$ cat config.mk
export PLATFORM = sky130hd
export DESIGN_NAME = mem_access_ctrl
export DESIGN_NICKNAME = d
export VERILOG_FILES = /design/src/rtl/mem_access_ctrl.sv
export SDC_FILE = /design/constraint.sdc
export NUM_CORES = 1
export LEC_CHECK = 0
export ABC_AREA = 1
export CAP_MARGIN = 20
export CORE_UTILIZATION = 41
export DETAILED_ROUTE_END_ITERATION = 10
export GPL_TIMING_DRIVEN = 0
export PLACE_DENSITY = 0.78
export SLEW_MARGIN = 25
export SYNTH_ARGS = -nofsm -noshare
export SYNTH_HDL_FRONTEND = slang
export SYNTH_SLANG_ARGS = --single-unit
$ cat constraint.sdc
create_clock -name clk -period 1.4 [get_ports clk]
set_input_delay 0.28 -clock clk [delete_from_list [all_inputs] [get_ports clk]]
set_output_delay 0.28 -clock clk [all_outputs]
set_load 0.02 [all_outputs]
$ cat src/rtl/mem_access_ctrl.sv
// Load/store initiator for data_memory: one request at a time,
// fixed settle cycles on the memory port, then a held response.
module mem_access_ctrl #(
  parameter int ADDR_W = 8,
  parameter int DATA_W = 8,
  parameter int RD_LAT = 2,
  parameter int WR_LAT = 1
) (
  input  logic              clk,
  input  logic              reset,
  input  logic              req_valid,
  output logic              req_ready,
  input  logic              req_write,
  input  logic [ADDR_W-1:0] req_addr,
  input  logic [DATA_W-1:0] req_wdata,
  output logic              rsp_valid,
  input  logic              rsp_ready,
  output logic [DATA_W-1:0] rsp_rdata,
  output logic              rsp_write,
  output logic              busy,
  output logic [ADDR_W-1:0] mem_address,
  output logic [DATA_W-1:0] mem_write_data,
  output logic              mem_memwrite,
  input  logic [DATA_W-1:0] mem_data_out
);

  localparam int MAXL = (RD_LAT > WR_LAT) ? RD_LAT : WR_LAT;
  localparam int CW = $clog2(MAXL + 1);

  typedef enum logic [1:0] {
    IDLE,
    ACCESS,
    RESP
  } state_t;

  state_t state_q, state_d;
  logic [CW-1:0] cnt_q;
  logic write_q;
  logic accept;
  logic done;

  assign accept = req_valid & req_ready;
  assign done = (state_q == ACCESS) && (cnt_q == '0);

  always_ff @(posedge clk or posedge reset) begin
    if (reset) state_q <= IDLE;
    else state_q <= state_d;
  end

  always_comb begin
    state_d = state_q;
    unique case (state_q)
      IDLE: if (accept) state_d = ACCESS;
      ACCESS: if (cnt_q == '0) state_d = RESP;
      RESP: if (rsp_ready) state_d = IDLE;
      default: state_d = IDLE;
    endcase
  end

  // Reset gates the strobes so they fall with reset, not at the next edge.
  assign req_ready = (state_q == IDLE) & ~reset;
  assign rsp_valid = (state_q == RESP) & ~reset;
  assign busy = (state_q != IDLE);
  assign mem_memwrite = (state_q == ACCESS) & write_q & ~reset;

  always_ff @(posedge clk or posedge reset) begin
    if (reset) begin
      cnt_q <= '0;
      write_q <= 1'b0;
      mem_address <= '0;
      mem_write_data <= '0;
      rsp_rdata <= '0;
      rsp_write <= 1'b0;
    end else begin
      if (accept) begin
        write_q <= req_write;
        mem_address <= req_addr;
        mem_write_data <= req_write ? req_wdata : '0;
        cnt_q <= req_write ? CW'(WR_LAT - 1) : CW'(RD_LAT - 1);
      end else if (state_q == ACCESS && !done) begin
        cnt_q <= cnt_q - CW'(1);
      end
      if (done) begin
        rsp_rdata <= write_q ? '0 : mem_data_out;
        rsp_write <= write_q;
      end
    end
  end

endmodule
# Yosys cells after proc, flatten, opt, wreduce, memory -nomap -nowiden
# Index checks and enable logic that the tools add are counted.
[classes] n_eq_ne=5 addsub=1 n_reduce_logical=8 bitwise=6 muxes=9
[ops] op="8-bit two-way mux" n=2
[ops] op="2-bit two-way mux" n=5
[ops] op="2-bit inequality test, second input constant" n=3
[ops] op="2-bit case mux with 3 select lines" n=1
[ops] op="1-bit bitwise AND" n=5
[ops] op="2-bit zero test" n=2
[ops] op="2-bit nonzero test" n=2
[ops] op="3-bit AND reduction" n=1
[ops] op="2-bit by 1-bit == test with 1-bit output, second input constant" n=1
[ops] op="2-bit == test, second input constant" n=1
[ops] op="1-bit logical AND" n=2
[ops] op="2-bit by 1-bit subtractor with 2-bit output, second input constant" n=1
[ops] op="1-bit zero test" n=1
[ops] op="1-bit two-way mux" n=1
[ops] op="1-bit inverter" n=1
[word_totals] out_inout_bits=29 word_cells=36 ff_bits=30

# Depth between registers and ports, before layout
# Gate-level depths: netlist of run 1.
[depth] depth_word=6 mapped_depth=8 depth_no_buf=8

# Worst setup path after synthesis of run 1
# OpenSTA, ideal clock, no wires.
[synth_timing] kind="input port to flip-flop" startpoint="input port reset" endpoint="register mem_address[0]" required_ns=1.279 cell_stages=5 path_buffers=1 arrival_ns=1.489 setup_time_ns=0.121 setup_slack_ns=-0.210 cell_sequence="inv_1 -> nand3_4 -> buf_4 -> nand2_1 -> o21ai_1"
[synth_between] elab_chain_len=3
[synth_lines] item="from (decl)" line="10" text="input logic reset,"
[synth_lines] item="1-bit inverter" line="61" text="assign req_ready = (state_q == IDLE) & ~reset;"
[synth_lines] item="1-bit bitwise AND" line="61"
[synth_lines] item="1-bit bitwise AND" line="42" text="assign accept = req_valid & req_ready;"
[synth_lines] item="to (signal assigned)" line="77" text="mem_address <= req_addr;"
[synth_lines] item="to (decl)" line="21" text="output logic [ADDR_W-1:0] mem_address,"
# No other way between the ends.
# A chain may end at the register's enable or synchronous reset.

# Worst setup path after layout of run 1
[layout_timing] startpoint="register state_q[0]" endpoint="output port rsp_valid"
[layout_between] elab_chain_len=2
[layout_lines] item="from (decl)" line="36" text="state_t state_q, state_d;"
[layout_lines] item="from (signal assigned)" line="47" text="else state_q <= state_d;"
[layout_lines] item="2-bit == test" line="62" text="assign rsp_valid = (state_q == RESP) & ~reset;"
[layout_lines] item="1-bit bitwise AND" line="62"
[layout_lines] item="to (decl)" line="16" text="output logic rsp_valid,"
# No other way between the ends.

==> flow_summary_export.csv, run 1 <==
group,metric,value,unit
cts,clockBufferDepth,2,
run_status,violations,"DRC, setup timing",
timing,drv_slew,0,
logic_synthesis,netlist_instances,137,
critical_path,reg2reg_slack,0.14,ns
floorplan,design.die.area,0.00336,sq mm
critical_path,arrival,1.23,ns
cts,cts_tree,"yes",
timing,setup_viol,3,
critical_path,crit_type,"flip-flop to primary output",
grt,grt_max_degree,16,
final_layout,final_layout_size_suffix_gt1_frac,0.187,
cts,root_buffer,"clkbuf_4",
cts,path_clk_slew,0.10,ns
logic_synthesis,synth-seq-area-share,0.585,
detailed_routing,route.vias.total,1153,
final_layout,area_growth_syn_to_layout,58.2,%
final_layout,regArea,752,sq um
logic_synthesis,synth_top_family_by_area,"simple AND/OR/NAND/NOR gates",
detailed_routing,wl_per_cell,12.9,um
place,place_worst_setup_slack,-0.943,ns
final_layout,multiInputGateArea,447,sq um
logic_synthesis,yosys.area_share.simple,0.238,
detailed_routing,viasPerCell,4.80,
power,p_sw_frac,0.417,
grt,overflow,0,
timing,tightest_slew,0.617,ns
timing,hold_ws,0.328,ns
critical_path,crit_required,1.12,ns
power,leakage,1.06,nW
cts,cts_htree_levels,2,
grt,grt_pass1_wl,5180,um
power,power_frac_comb,0.505,
cts,numClockSinks,30,
detailed_routing,ant_nets,0,
detailed_routing,wirelength,3100,um
detailed_routing,drc_errors,6,
min_path,hold_path_class,"input pin to flip-flop",
power,p_sw,0.00184,W
detailed_routing,drtIter0Drc,73,
logic_synthesis,syn_avg_cell_area,9.36,sq um
logic_synthesis,netlist_area,0.00128,sq mm
logic_synthesis,synthDistinctLibCells,21,
grt,groute.usage.overall,0.211,
logic_synthesis,synth_compound_area_frac,0.0800,
cts,insertion_delay,0.33,ns
place,post-dp-hpwl,2120,um
final_layout,layout_common_cells,"nand2_1 (46), dfrtp_1 (29), clkdlybuf4s50_1 (26), dlygate4sd2_1 (21), o21ai_1 (16)",
logic_synthesis,yosysWarnings,0,
logic_synthesis,synthXorXnorAreaFrac,0,
power,power.internal,0.00257,W
power,power_frac_clock,0.153,
timing,fin_skew,0.0140,ns
run_status,status,"complete, but fails checks",
timing,setup_slack,-0.109,ns
timing,timing_hold_violations_final,0,
power,p_total,0.00441,W
power,pwr-share-seq,0.342,
cts,cts_buffers,5,
power,power.density,2170,mW/mm^2
timing,fmax,0.663,GHz
place,dp.cells,224,
critical_path,cp-start-kind,"flip-flop",
logic_synthesis,syn_nets,167,
grt,grt_pass1_vias,1123,
floorplan,coreArea,0.00285,sq mm
final_layout,num_antenna_cells,0,
final_layout,nNetsFinal,238,
timing,slew-limit-headroom,0.587,
grt,antenna_found_initial,0,
timing,min_period,1.51,ns
logic_synthesis,yosys.area_share.adder,0.00976,
place,globalplace.congestion,0.734,
timing,tns,-0.281,ns
place,io_buffers,56,
cts,ctsHoldBuffers,0,
final_layout,nFillCells,226,
timing,rsz0062_at_grt,"true",
logic_synthesis,synthMuxAreaShare,0,
critical_path,crit_fanout,3,
floorplan,die_x,57.9,um
power,max-vdd-ir-drop,1300,uV
job,max-cap-violations,0,
final_layout,layout_commonest_cell,"nand2_1",
critical_path,endpoint_kind,"primary output",
floorplan,ios,58,
floorplan,start_util,0.450,
floorplan,rows,19,
final_layout,fin_cells,240,
detailed_routing,first_pass_iters,8,
floorplan,die_h,57.9,um
timing,fin_crit_sh,1.08,
logic_synthesis,synth.ff_latch_count,30,
## layout make-up
cell class | count | share of cell area
multi-input cells | 85 | 0.220
clock buffers | 5 | 0.0185
plain buffers | 5 | 0.0222
flip-flops and latches | 30 | 0.371
clock inverters | 3 | 0.0197
well taps | 31 | 0.0191
inverters | 17 | 0.0358
repair inverters | 1 | 0.00247
repair buffers | 63 | 0.292
## flip-flops by register name (all words and copies together) (netlist names)
signal and flops:
mem_address 8, mem_write_data 8, rsp_rdata 8, cnt_q 2, state_q 2, rsp_write 1
write_q 1
## synth_stat cells
master	count	area [sq um]
nand3_4	1	17.5
dfrtp_1	30	751
nor2_2	2	12.5
nand2_1	46	173
inv_2	1	3.75
nand3_1	11	55.1
inv_1	14	52.6
o31ai_1	1	7.51
nor2_8	1	20.0
buf_4	1	7.51
nand4_1	1	6.26
clkbuf_1	1	3.75
ha_1	1	12.5
buf_6	3	33.8
o21ai_2	1	8.76
inv_4	1	6.26
clkinv_1	1	3.75
o22ai_1	1	6.26
nor3_1	2	10.0
o21ai_1	16	80.1
nand2_4	1	11.3
## layer usage
metal | track usage | wire (um) | vias up
li1 | - | - | 578
met1 | 0.265 | 1340 | 525
met2 | 0.333 | 1480 | 50
met3 | 0.0982 | 282 | 0
met4 | 0.0510 | 0 | 0
met5 | 0 | 0 | -
## power groups by stage
stage                     clock network [W]  registers [W]  logic (W)
final                              0.000673        0.00151    0.00223
after global routing               0.000751        0.00155    0.00243
after CTS                          0.000689        0.00150    0.00213
after detailed placement                  0        0.00151    0.00224
after global placement                    0        0.00149    0.00219
after floorplan                           0        0.00189   0.000842
## cell families after synthesis
group,Yosys count
adder cells (fa/ha/maj),1
AO/OA/AOI/OAI,19
AND/OR/NAND/NOR,65
buffers and inverters,22
flip-flops,30
## timing repair
item                                    in CTS  in global routing
endpoints found under the setup margin      49                 12
buffers inserted                             4                  3
pin swaps                                    2                  2
gates cloned                                 1                  0
resized for setup                           55                 12
## worst paths after layout
path,start,endpoint,cells after the start
max in group asynchronous,reset,mem_write_data[1]$_DFFE_PP0P_,2
worst max-delay path,state_q[0]$_DFFE_PP0P_,rsp_valid,3
worst min register to register,rsp_rdata[0]$_DFFE_PP0P_,rsp_rdata[0]$_DFFE_PP0P_,2
worst min-delay path,req_write,mem_write_data[6]$_DFFE_PP0P_,3
min in group asynchronous,reset,mem_address[1]$_DFFE_PP0P_,2
worst max register to register,state_q[0]$_DFFE_PP0P_,mem_address[1]$_DFFE_PP0P_,6
## stage by stage
step            util  cell area [sq um]
2_1_floorplan      -               1290
3_3_place_gp   0.661               1890
3_5_place_dp   0.661               1890
4_1_cts        0.693               1980
5_1_grt        0.711               2030
6_report       0.711               2030
## worst max-delay path: stages, from the launching register on
cell and delay (ns):
dfrtp_2 0.46, buf_6 0.14, nor3_2 0.14, buf_4 0.16
(Power assumes the default switching activity.)
==> run 2, diff against run 1 <==
==> constraint.sdc (replaced) <==
create_clock -name clk -period 1.6 [get_ports clk]
set_input_delay 0.32 -clock clk [delete_from_list [all_inputs] [get_ports clk]]
set_output_delay 0.32 -clock clk [all_outputs]
set_load 0.02 [all_outputs]
==> flow_summary_export.csv, run 2 (same netlist as run 1, synthesis figures left out) <==
group,metric,value,unit
cts,cts_buffers,5,
critical_path,arrival,1.24,ns
floorplan,die_x,57.9,um
place,place_worst_setup_slack,-0.783,ns
timing,rsz0062_at_grt,"true",
timing,fin_skew,0.0139,ns
final_layout,multiInputGateArea,440,sq um
detailed_routing,drtIter0Drc,84,
place,post_dp_cell_area,0.00189,sq mm
timing,tightest_slew,0.616,ns
timing,hold_ws,0.359,ns
timing,slew-limit-headroom,0.587,
timing,fin_crit_sh,0.974,
grt,grt_pass1_wl,5180,um
timing,fmax,0.642,GHz
run_status,violations,"DRC",
power,leakage,1.06,nW
detailed_routing,wirelength,3070,um
grt,antenna_found_initial,0,
place,globalplace.congestion,0.734,
run_status,status,"complete, but fails checks",
critical_path,crit_required,1.28,ns
critical_path,crit_type,"flip-flop to primary output",
detailed_routing,dr.max_layer_used,"met3",
detailed_routing,wl_met2,1470,um
detailed_routing,wl_per_cell,12.9,um
detailed_routing,route.vias.total,1150,
final_layout,area_growth_syn_to_layout,55.1,%
cts,path_clk_slew,0.10,ns
final_layout,num_antenna_cells,0,
detailed_routing,dr_wl_met3,268,um
timing,setup_slack,0.0415,ns
critical_path,cp-start-kind,"flip-flop",
final_layout,fin_area,0.00199,sq mm
final_layout,nFillCells,237,
floorplan,ios,58,
timing,min_period,1.56,ns
min_path,hold_path_class,"input pin to async pin",
cts,root_buffer,"clkbuf_4",
power,power.density,1890,mW/mm^2
timing,setup_viol,0,
cts,insertion_delay,0.33,ns
critical_path,crit_fanout,2,
timing,tns,0,ns
detailed_routing,wirelength_met1,1330,um
place,post-dp-hpwl,2120,um
final_layout,layout_commonest_cell,"nand2_1",
grt,grt_pass1_vias,1121,
final_layout,reg.largest.list,"mem_address: 8 flops, mem_write_data: 8 flops, rsp_rdata: 8 flops",
cts,clockBufferDepth,2,
detailed_routing,viasPerCell,4.83,
timing,timing_hold_violations_final,0,
final_layout,nNetsFinal,236,
detailed_routing,ant_nets,0,
floorplan,start_util,0.450,
power,max-vdd-ir-drop,1090,uV
cts,cts_tree,"yes",
detailed_routing,drc_errors,6,
grt,groute.usage.overall,0.211,
critical_path,endpoint_kind,"primary output",
timing,drv_slew,0,
cts,cts_htree_levels,2,
floorplan,rows,19,
job,max-cap-violations,0,
floorplan,design.die.area,0.00336,sq mm
grt,grt_max_degree,16,
detailed_routing,first_pass_iters,7,
place,io_buffers,56,
floorplan,die_h,57.9,um
final_layout,layout_common_cells,"nand2_1 (46), dfrtp_1 (29), clkdlybuf4s50_1 (26), dlygate4sd2_1 (26), o21ai_1 (16)",
cts,numClockSinks,30,
grt,overflow,0,
floorplan,coreArea,0.00285,sq mm
final_layout,regArea,752,sq um
final_layout,final_layout_size_suffix_gt1_frac,0.174,
run 2: cell types whose count changed in the layout (fill, tap and decap cells not counted):
cell / change
clkdlybuf4s15_1: -5
dlygate4sd2_1: +5
buf_4: -2
buf_6: -2
buf_2: +1
clkbuf_2: +1
inv_1: +1
inv_2: -1
nor3_2: +1
nor3_4: -1
run 2: layout make-up:
| type | instances | area share |
|---|---|---|
| Timing Repair Buffer | 61 | 0.281 |
| Sequential cell | 30 | 0.378 |
| Clock buffer | 5 | 0.0189 |
| Multi-Input combinational cell | 85 | 0.221 |
| Inverter | 17 | 0.0365 |
| Buffer | 5 | 0.0226 |
| Clock inverter | 3 | 0.0201 |
| Tap cell | 31 | 0.0195 |
| Timing Repair inverter | 1 | 0.00252 |
run 2: worst max-delay path: stages (launching register included):
cell and delay, ns:
dfrtp_1 0.40, buf_4 0.14, nor2_4 0.08, inv_2 0.05, nor2_4 0.10, buf_6 0.13
run 2: metrics by stage:
stage | utilization | power (W) | std cells
2_1_floorplan | - | 0.00239 | 137
3_3_place_gp | 0.661 | 0.00322 | 224
3_5_place_dp | 0.661 | 0.00328 | 224
4_1_cts | 0.690 | 0.00375 | 237
5_1_grt | 0.697 | 0.00404 | 238
6_report | 0.697 | 0.00377 | 238
run 2: worst paths after layout:
check	depth (start not counted)	startpoint	slack, ns	endpoint
min in group clk	3	req_write	0.37	mem_write_data[6]$_DFFE_PP0P_
worst min-delay path	2	reset	0.36	mem_address[1]$_DFFE_PP0P_
max in group asynchronous	2	reset	0.90	mem_write_data[1]$_DFFE_PP0P_
worst min register to register	2	rsp_rdata[0]$_DFFE_PP0P_	0.48	rsp_rdata[0]$_DFFE_PP0P_
worst max-delay path	5	state_q[1]$_DFFE_PP0P_	0.04	req_ready
worst max register to register	7	state_q[1]$_DFFE_PP0P_	0.29	mem_address[1]$_DFFE_PP0P_
run 2: timing repair:
action                                  CTS  global route
setup buffers                             4             1
endpoints found under the setup margin   49             4
resized for setup                        49             6
pin swaps                                 2             1
hold buffers                              0             0
cloned                                    1             0
run 2: layer usage:
layer | global-route usage | up-vias
met2 | 0.333 | 52
met1 | 0.265 | 521
li1 | - | 577
met4 | 0.0510 | 0
met3 | 0.0982 | 0
met5 | 0 | -
run 2: power breakdown:
group	internal, W	switching, W
Clock	0.000324	0.000266
Combinational	0.000753	0.00112
Sequential	0.00110	0.000203
Total	0.00218	0.00158
==> RTL edit 1 (settings of run 2) <==
Re-encode `state_t` (3 states) as one-hot, 3 bits wide.
--- a/src/rtl/mem_access_ctrl.sv
+++ b/src/rtl/mem_access_ctrl.sv
@@ -27,10 +27,10 @@
   localparam int MAXL = (RD_LAT > WR_LAT) ? RD_LAT : WR_LAT;
   localparam int CW = $clog2(MAXL + 1);
 
-  typedef enum logic [1:0] {
-    IDLE,
-    ACCESS,
-    RESP
+  typedef enum logic [2:0] {
+    IDLE   = 3'b001,
+    ACCESS = 3'b010,
+    RESP   = 3'b100
   } state_t;
 
   state_t state_q, state_d;
Function: no difference found for any inputs over 10 cycles, from zero or initial values and one cycle with reset high; not proved beyond that.
==> RTL edit 1 against run 2 <==
  * The run ends with setup timing left
  * Core utilization shrank 3.0 points
  * Sequential cell count grew 1
  * Worst setup slack lost 0.049 ns
  * Via count grew 6.0%
  * Sequential power grew 4%
  * Power shrank 6.1%
  * Register-to-register slack lost 0.15 ns
  * Routed wire length grew 0.91%
  * Area after synthesis grew 4.7%
  * Cell area grew 3.3%
  * Sequential share of layout area grew 0.082 points
  * Cell count grew 11%
  * Critical path type unchanged
  * Critical endpoint is now mem_memwrite
  * Largest cell class unchanged
  * Largest power group unchanged
  * Highest routed layer is now met4
==> RTL edit 1: results (changes against run 2) <==
clock buffer count from CTS 5 (unchanged); Synth cell types 21 (unchanged); clock tree root driver cell sky130_fd_sc_hd__clkbuf_4; Ant. Diodes 0 (unchanged); total routed wirelength 3.10 mm (+0.91%); source-to-sink clock delay at the later pin of the worst-skew pair 0.31 ns (-0.02 ns); post-detail-place hpwl 2.20 mm (+3.8%); nets in the synthesized netlist 177 (+6.0%); Synth Warn # 0 (unchanged); global router's overall resource usage 20.5% (-0.60 points); FF-to-FF End mem_address[6]; slowest library cell on the worst path sky130_fd_sc_hd__dfrtp_2; number of detailed-route iterations in the first pass 4 (-3); async set-reset flop share out of synthesis 100% (unchanged); setup violation total in the final timing report 1 (+1); antenna violations before repair 0 (unchanged); synth top area cells sky130_fd_sc_hd__dfrtp_1 56%, sky130_fd_sc_hd__nand2_1 20%, sky130_fd_sc_hd__nand3_1 4.5%, sky130_fd_sc_hd__inv_1 2.8%, sky130_fd_sc_hd__buf_6 2.5%; category of cells accounting for the largest share of critical-path delay flip-flops; switching power of the nets 1500 µW (-5.2%); I/O Buffers 57 (+1.8%); deepest level of the CTS H-tree 2 (unchanged); Placer Congestion 0.724 (-1.4%); worst-case clock skew 0.00142 ns (-0.0124 ns); number of nets with antenna violations after detailed routing 0 (unchanged); primary flip-flop cell chosen by synthesis mapping sky130_fd_sc_hd__dfrtp_1; launch point of the worst reg-to-reg path state_q[0]; Reg clk slew, reported paths 0.09 ns; share of synthesized area occupied by flip-flops and latches 57.9% (-0.66 points); average via count per standard cell 4.62 (-4.4%); violations in the final reports setup timing; Placement Cell Area 1970 µm² (+4.6%); number of vias in the routed layout 1219 (+6.0%); maximum number of pins on one net before global-route repair 17 (+1); total number of nets in the final design 249 (+5.5%); hold-fix buffers at CTS 0 (unchanged); Max IR drop VDD 860 µV (-21%); fraction of final layout cells sized beyond drive strength 1 16.8% (-0.57 points); most instantiated cells after synthesis 71 x sky130_fd_sc_hd__nand2_1, 30 x sky130_fd_sc_hd__dfrtp_1, 12 x sky130_fd_sc_hd__nand3_1; class of the worst hold path primary input to asynchronous set/reset pin; maximum fanout along the worst path 3 (+1); r2r worst-path depth 7 (unchanged); crit path setup slack, layout -0.00778 ns (-0.0493 ns); First DRT Iteration DRCs 52 (-38%); global-route wire length before repair 5.24 mm (+1.2%); register-to-register setup slack 0.14 ns (-0.15 ns); post-synthesis average cell area 9.13 µm² (-2.4%); Top Registers mem_address (8), mem_write_data (8), rsp_rdata (8); highest cell delay on the worst timing path 0.44 ns (+0.04 ns); final hold slack 0.224 ns (-0.134 ns); Slew Limit Headroom 51.2% (-7.6 points); run status finished with violations; Static Leakage 0.00111 µW (+5.1%); clock tree buffer depth 2 (unchanged); data arrival time of the critical path 1.29 ns (+0.05 ns)
[RTL edit 1: cell count changes after synthesis, sizes merged, moves of 3 or more]
cell          run 2  this run
nand2            47        72
o21ai            17         2
nor2              3         6
inv              16        12
nand4             1         4
[RTL edit 1: logic make-up after synthesis]
kind of cell | count (synthesis) | synth area share [%]
AOI/OAI and AO/OA | 3 | 1.49
adders and majority gates | 1 | 0.932
buffers and inverters | 17 | 6.62
DFF | 31 | 57.9
and+or+nand+nor | 95 | 33.1
[RTL edit 1: final cells by class]
class	instances	area, µm²
clock inverters	1	5.00
fillers	265	1020
inverters	13	57.6
plain buffers	4	38.8
flip-flops and latches	31	778
repair inverters	1	5.00
clock buffers	7	45.0
repair buffers	64	586
well taps	44	55.1
multi-input cells	99	484
[RTL edit 1: layer usage]
layer | part of all wire (%) | global-route usage, %
met5 | 0 | 0
met1 | 42 | 25.1
met4 | 0.32 | 5.10
met2 | 50 | 34.0
met3 | 7.8 | 7.86
[RTL edit 1: how the worst max path moves through the flow]
| stage | from | end | slack, ns |
|---|---|---|---|
| final | state_q[2] | mem_memwrite | -0.008 |
| after global routing | state_q[2] | mem_memwrite | -0.12 |
| after CTS | state_q[2] | mem_memwrite | -0.04 |
| after detailed placement | reset | write_q | -0.96 |
| after global placement | reset | write_q | -0.87 |
| after floorplan | reset | write_q | 0.06 |
[RTL edit 1: what timing repair did]
action | in CTS | in global routing
buffers inserted | 5 | 2
setup endpoints to repair | 50 | 4
pin swaps | 1 | 2
gates resized for setup | 50 | 3
gates cloned | 1 | 0
[RTL edit 1: worst register-to-register path, delay by kind of cell (launching register included)]
family                 cells  cell delay (ns)
AND/OR/NAND/NOR            3             0.23
flip-flops                 1             0.58
buffers and inverters      4             0.54
[RTL edit 1: metrics by stage]
step | util, % | setup WS [ns] | TNS [ns]
3_5_place_dp | 64.1 | -0.963 | -17.98
3_3_place_gp | 64.1 | -0.872 | -17.14
6_report | 66.7 | -0.00778 | -0.00778
5_1_grt | 66.7 | -0.116 | -0.179
4_1_cts | 66.0 | -0.0365 | -0.0365
2_1_floorplan | - | 0.0625 | 0
[RTL edit 1: power groups by stage]
stage                     Combinational [µW]  Clock [µW]  Sequential, µW
after detailed placement                1910           0            1380
after global routing                    1930         478            1400
final                                   1770         412            1360
after CTS                               1750         438            1350
after floorplan                          643           0            1740
after global placement                  1860           0            1360
==> RTL edit 2 (config.mk and constraints of run 2) <==
Made on the original files. The parameter `ADDR_W` goes from 8 to 7.
--- a/src/rtl/mem_access_ctrl.sv
+++ b/src/rtl/mem_access_ctrl.sv
@@ -1,7 +1,7 @@
 // Load/store initiator for data_memory: one request at a time,
 // fixed settle cycles on the memory port, then a held response.
 module mem_access_ctrl #(
-  parameter int ADDR_W = 8,
+  parameter int ADDR_W = 7,
   parameter int DATA_W = 8,
   parameter int RD_LAT = 2,
   parameter int WR_LAT = 1
Interface: changed (resized mem_address and req_addr); port bits go from 58 to 56. No check against the original RTL was run, so the function may have changed too.
==> RTL edit 2 against run 2 <==
  * Clock power down 17%
  * Critical path depth unchanged
  * Worst setup slack gained 0.016 ns
  * Area after synthesis grew 2.3%
  * Sequential cell count fell by 1
  * Power fell by 3.8%
  * Routed wire length decreased by 3.2%
  * Die area increased by 2.3%
  * Clock skew decreased by 0.0061 ns
  * Core utilization down 4.1 points
  * Critical endpoint unchanged
  * Critical path type unchanged
  * Cell area up 0.69%
==> RTL edit 2: results (changes against run 2) <==
maximum fanout along the worst path 7 (+5); total met3 wirelength after detailed routing 233 µm (-13%); crit path setup slack, layout 0.0577 ns (+0.0162 ns); wire length per cell after detailed routing 12.1 µm (-6.3%); run status complete, no violations; routed length on met1 1.24 mm (-7.1%); met2 WL post-DR 1.46 mm (-0.82%); final hold slack 0.363 ns (+0.00431 ns); Resized Gates After CTS 39 (-20%); global-route wire length before repair 5.15 mm (-0.41%); Static Leakage 0.00105 µW (-1.0%); highest routing layer actually used met4; number of detailed-route iterations in the first pass 4 (-3); nets in the synthesized netlist 163 (-2.4%); Top Registers mem_write_data (8), rsp_rdata (8), mem_address (7); pre-CTS setup slack -0.761 ns (+0.0222 ns); Placer Congestion 0.739 (+0.75%); First DRT Iteration DRCs 22 (-74%); data arrival time of the critical path 1.22 ns (-0.02 ns); highest cell delay on the worst timing path 0.38 ns (-0.02 ns); class of the worst hold path primary input to asynchronous set/reset pin; most instantiated cells after synthesis 44 x sky130_fd_sc_hd__nand2_1, 29 x sky130_fd_sc_hd__dfrtp_1, 16 x sky130_fd_sc_hd__o21ai_2; Slew Limit Headroom 53.7% (-5.1 points); critical path endpoint req_ready; number of vias in the routed layout 1128 (-1.9%); FF-to-FF End rsp_rdata[7]; post-detail-place hpwl 2.19 mm (+3.2%); I/O Buffers 54 (-3.6%); share of synthesized area occupied by flip-flops and latches 55.3% (-3.2 points); Max IR drop VDD 867 µV (-20%); Setup Buffers After CTS 3 (-1); Synth cell types 19 (-9.5%); setup violation total in the final timing report 0 (unchanged); worst-case clock skew 0.00771 ns (-0.00615 ns); global router's overall resource usage 20.6% (-0.53 points); r2r worst-path depth 5 (-2); total number of nets in the final design 230 (-2.5%); fraction of final layout cells sized beyond drive strength 1 23.8% (+6.4 points); Placement Cell Area 1910 µm² (+1.4%); source-to-sink clock delay at the later pin of the worst-skew pair 0.31 ns (-0.02 ns); register-to-register setup slack 0.33 ns (+0.04 ns); fill count 285 (+20%); timing startpoint of the critical path state_q[0]; category of cells accounting for the largest share of critical-path delay flip-flops; switching power of the nets 1520 µW (-4.4%); launch point of the worst reg-to-reg path cnt_q[0]; non-filler instance count after layout 246 (+3.4%); antenna violations before repair 0 (unchanged); synth top area cells sky130_fd_sc_hd__dfrtp_1 55%, sky130_fd_sc_hd__nand2_1 13%, sky130_fd_sc_hd__o21ai_2 11%, sky130_fd_sc_hd__buf_6 4.3%, sky130_fd_sc_hd__inv_1 3.7%; synthesized netlist cell count 134 (-2.2%)
## RTL edit 2: worst min path at each step
| stage | end | from | cells past startpoint |
|---|---|---|---|
| floorplan | cnt_q[0] | reset | 1 |
| global placement | mem_write_data[1] | mem_write_data[1] | 2 |
| detailed placement | mem_address[6] | mem_address[6] | 2 |
| CTS | write_q | reset | 3 |
| global route | mem_write_data[6] | reset | 3 |
| finish | write_q | reset | 3 |
## RTL edit 2: cell type report
| class | instances | area [µm²] | area share, % |
|---|---|---|---|
| Tap cell | 44 | 55.1 | 2.75 |
| Clock buffer | 7 | 65.1 | 3.25 |
| Sequential cell | 29 | 726 | 36.2 |
| Buffer | 6 | 60.1 | 3.00 |
| Clock inverter | 1 | 5.00 | 0.250 |
| Inverter | 15 | 60.1 | 3.00 |
| Multi-Input combinational cell | 84 | 483 | 24.1 |
| Timing Repair inverter | 1 | 5.00 | 0.250 |
| Timing Repair Buffer | 59 | 544 | 27.2 |
## RTL edit 2: logic make-up after synthesis
kind of cell	count (synthesis)	synth area share, %
adders and majority gates	1	0.953
and+or+nand+nor	56	19.8
AOI/OAI and AO/OA	27	15.1
buffers and inverters	21	8.86
DFF	29	55.3
## RTL edit 2: power groups by stage
| stage | combinational [µW] | sequential, µW | clock [µW] |
|---|---|---|---|
| 2_1_floorplan | 808 | 1590 | 0 |
| 3_3_place_gp | 1950 | 1250 | 0 |
| 3_5_place_dp | 2010 | 1260 | 0 |
| 4_1_cts | 1880 | 1240 | 511 |
| 5_1_grt | 2080 | 1290 | 545 |
| 6_report | 1890 | 1240 | 488 |
## RTL edit 2: metal layers
metal	global-route usage, %	vias to the layer above
met4	9.18	0
met1	23.6	517
met2	35.1	46
met3	6.81	5
met5	0	-
li1	-	560
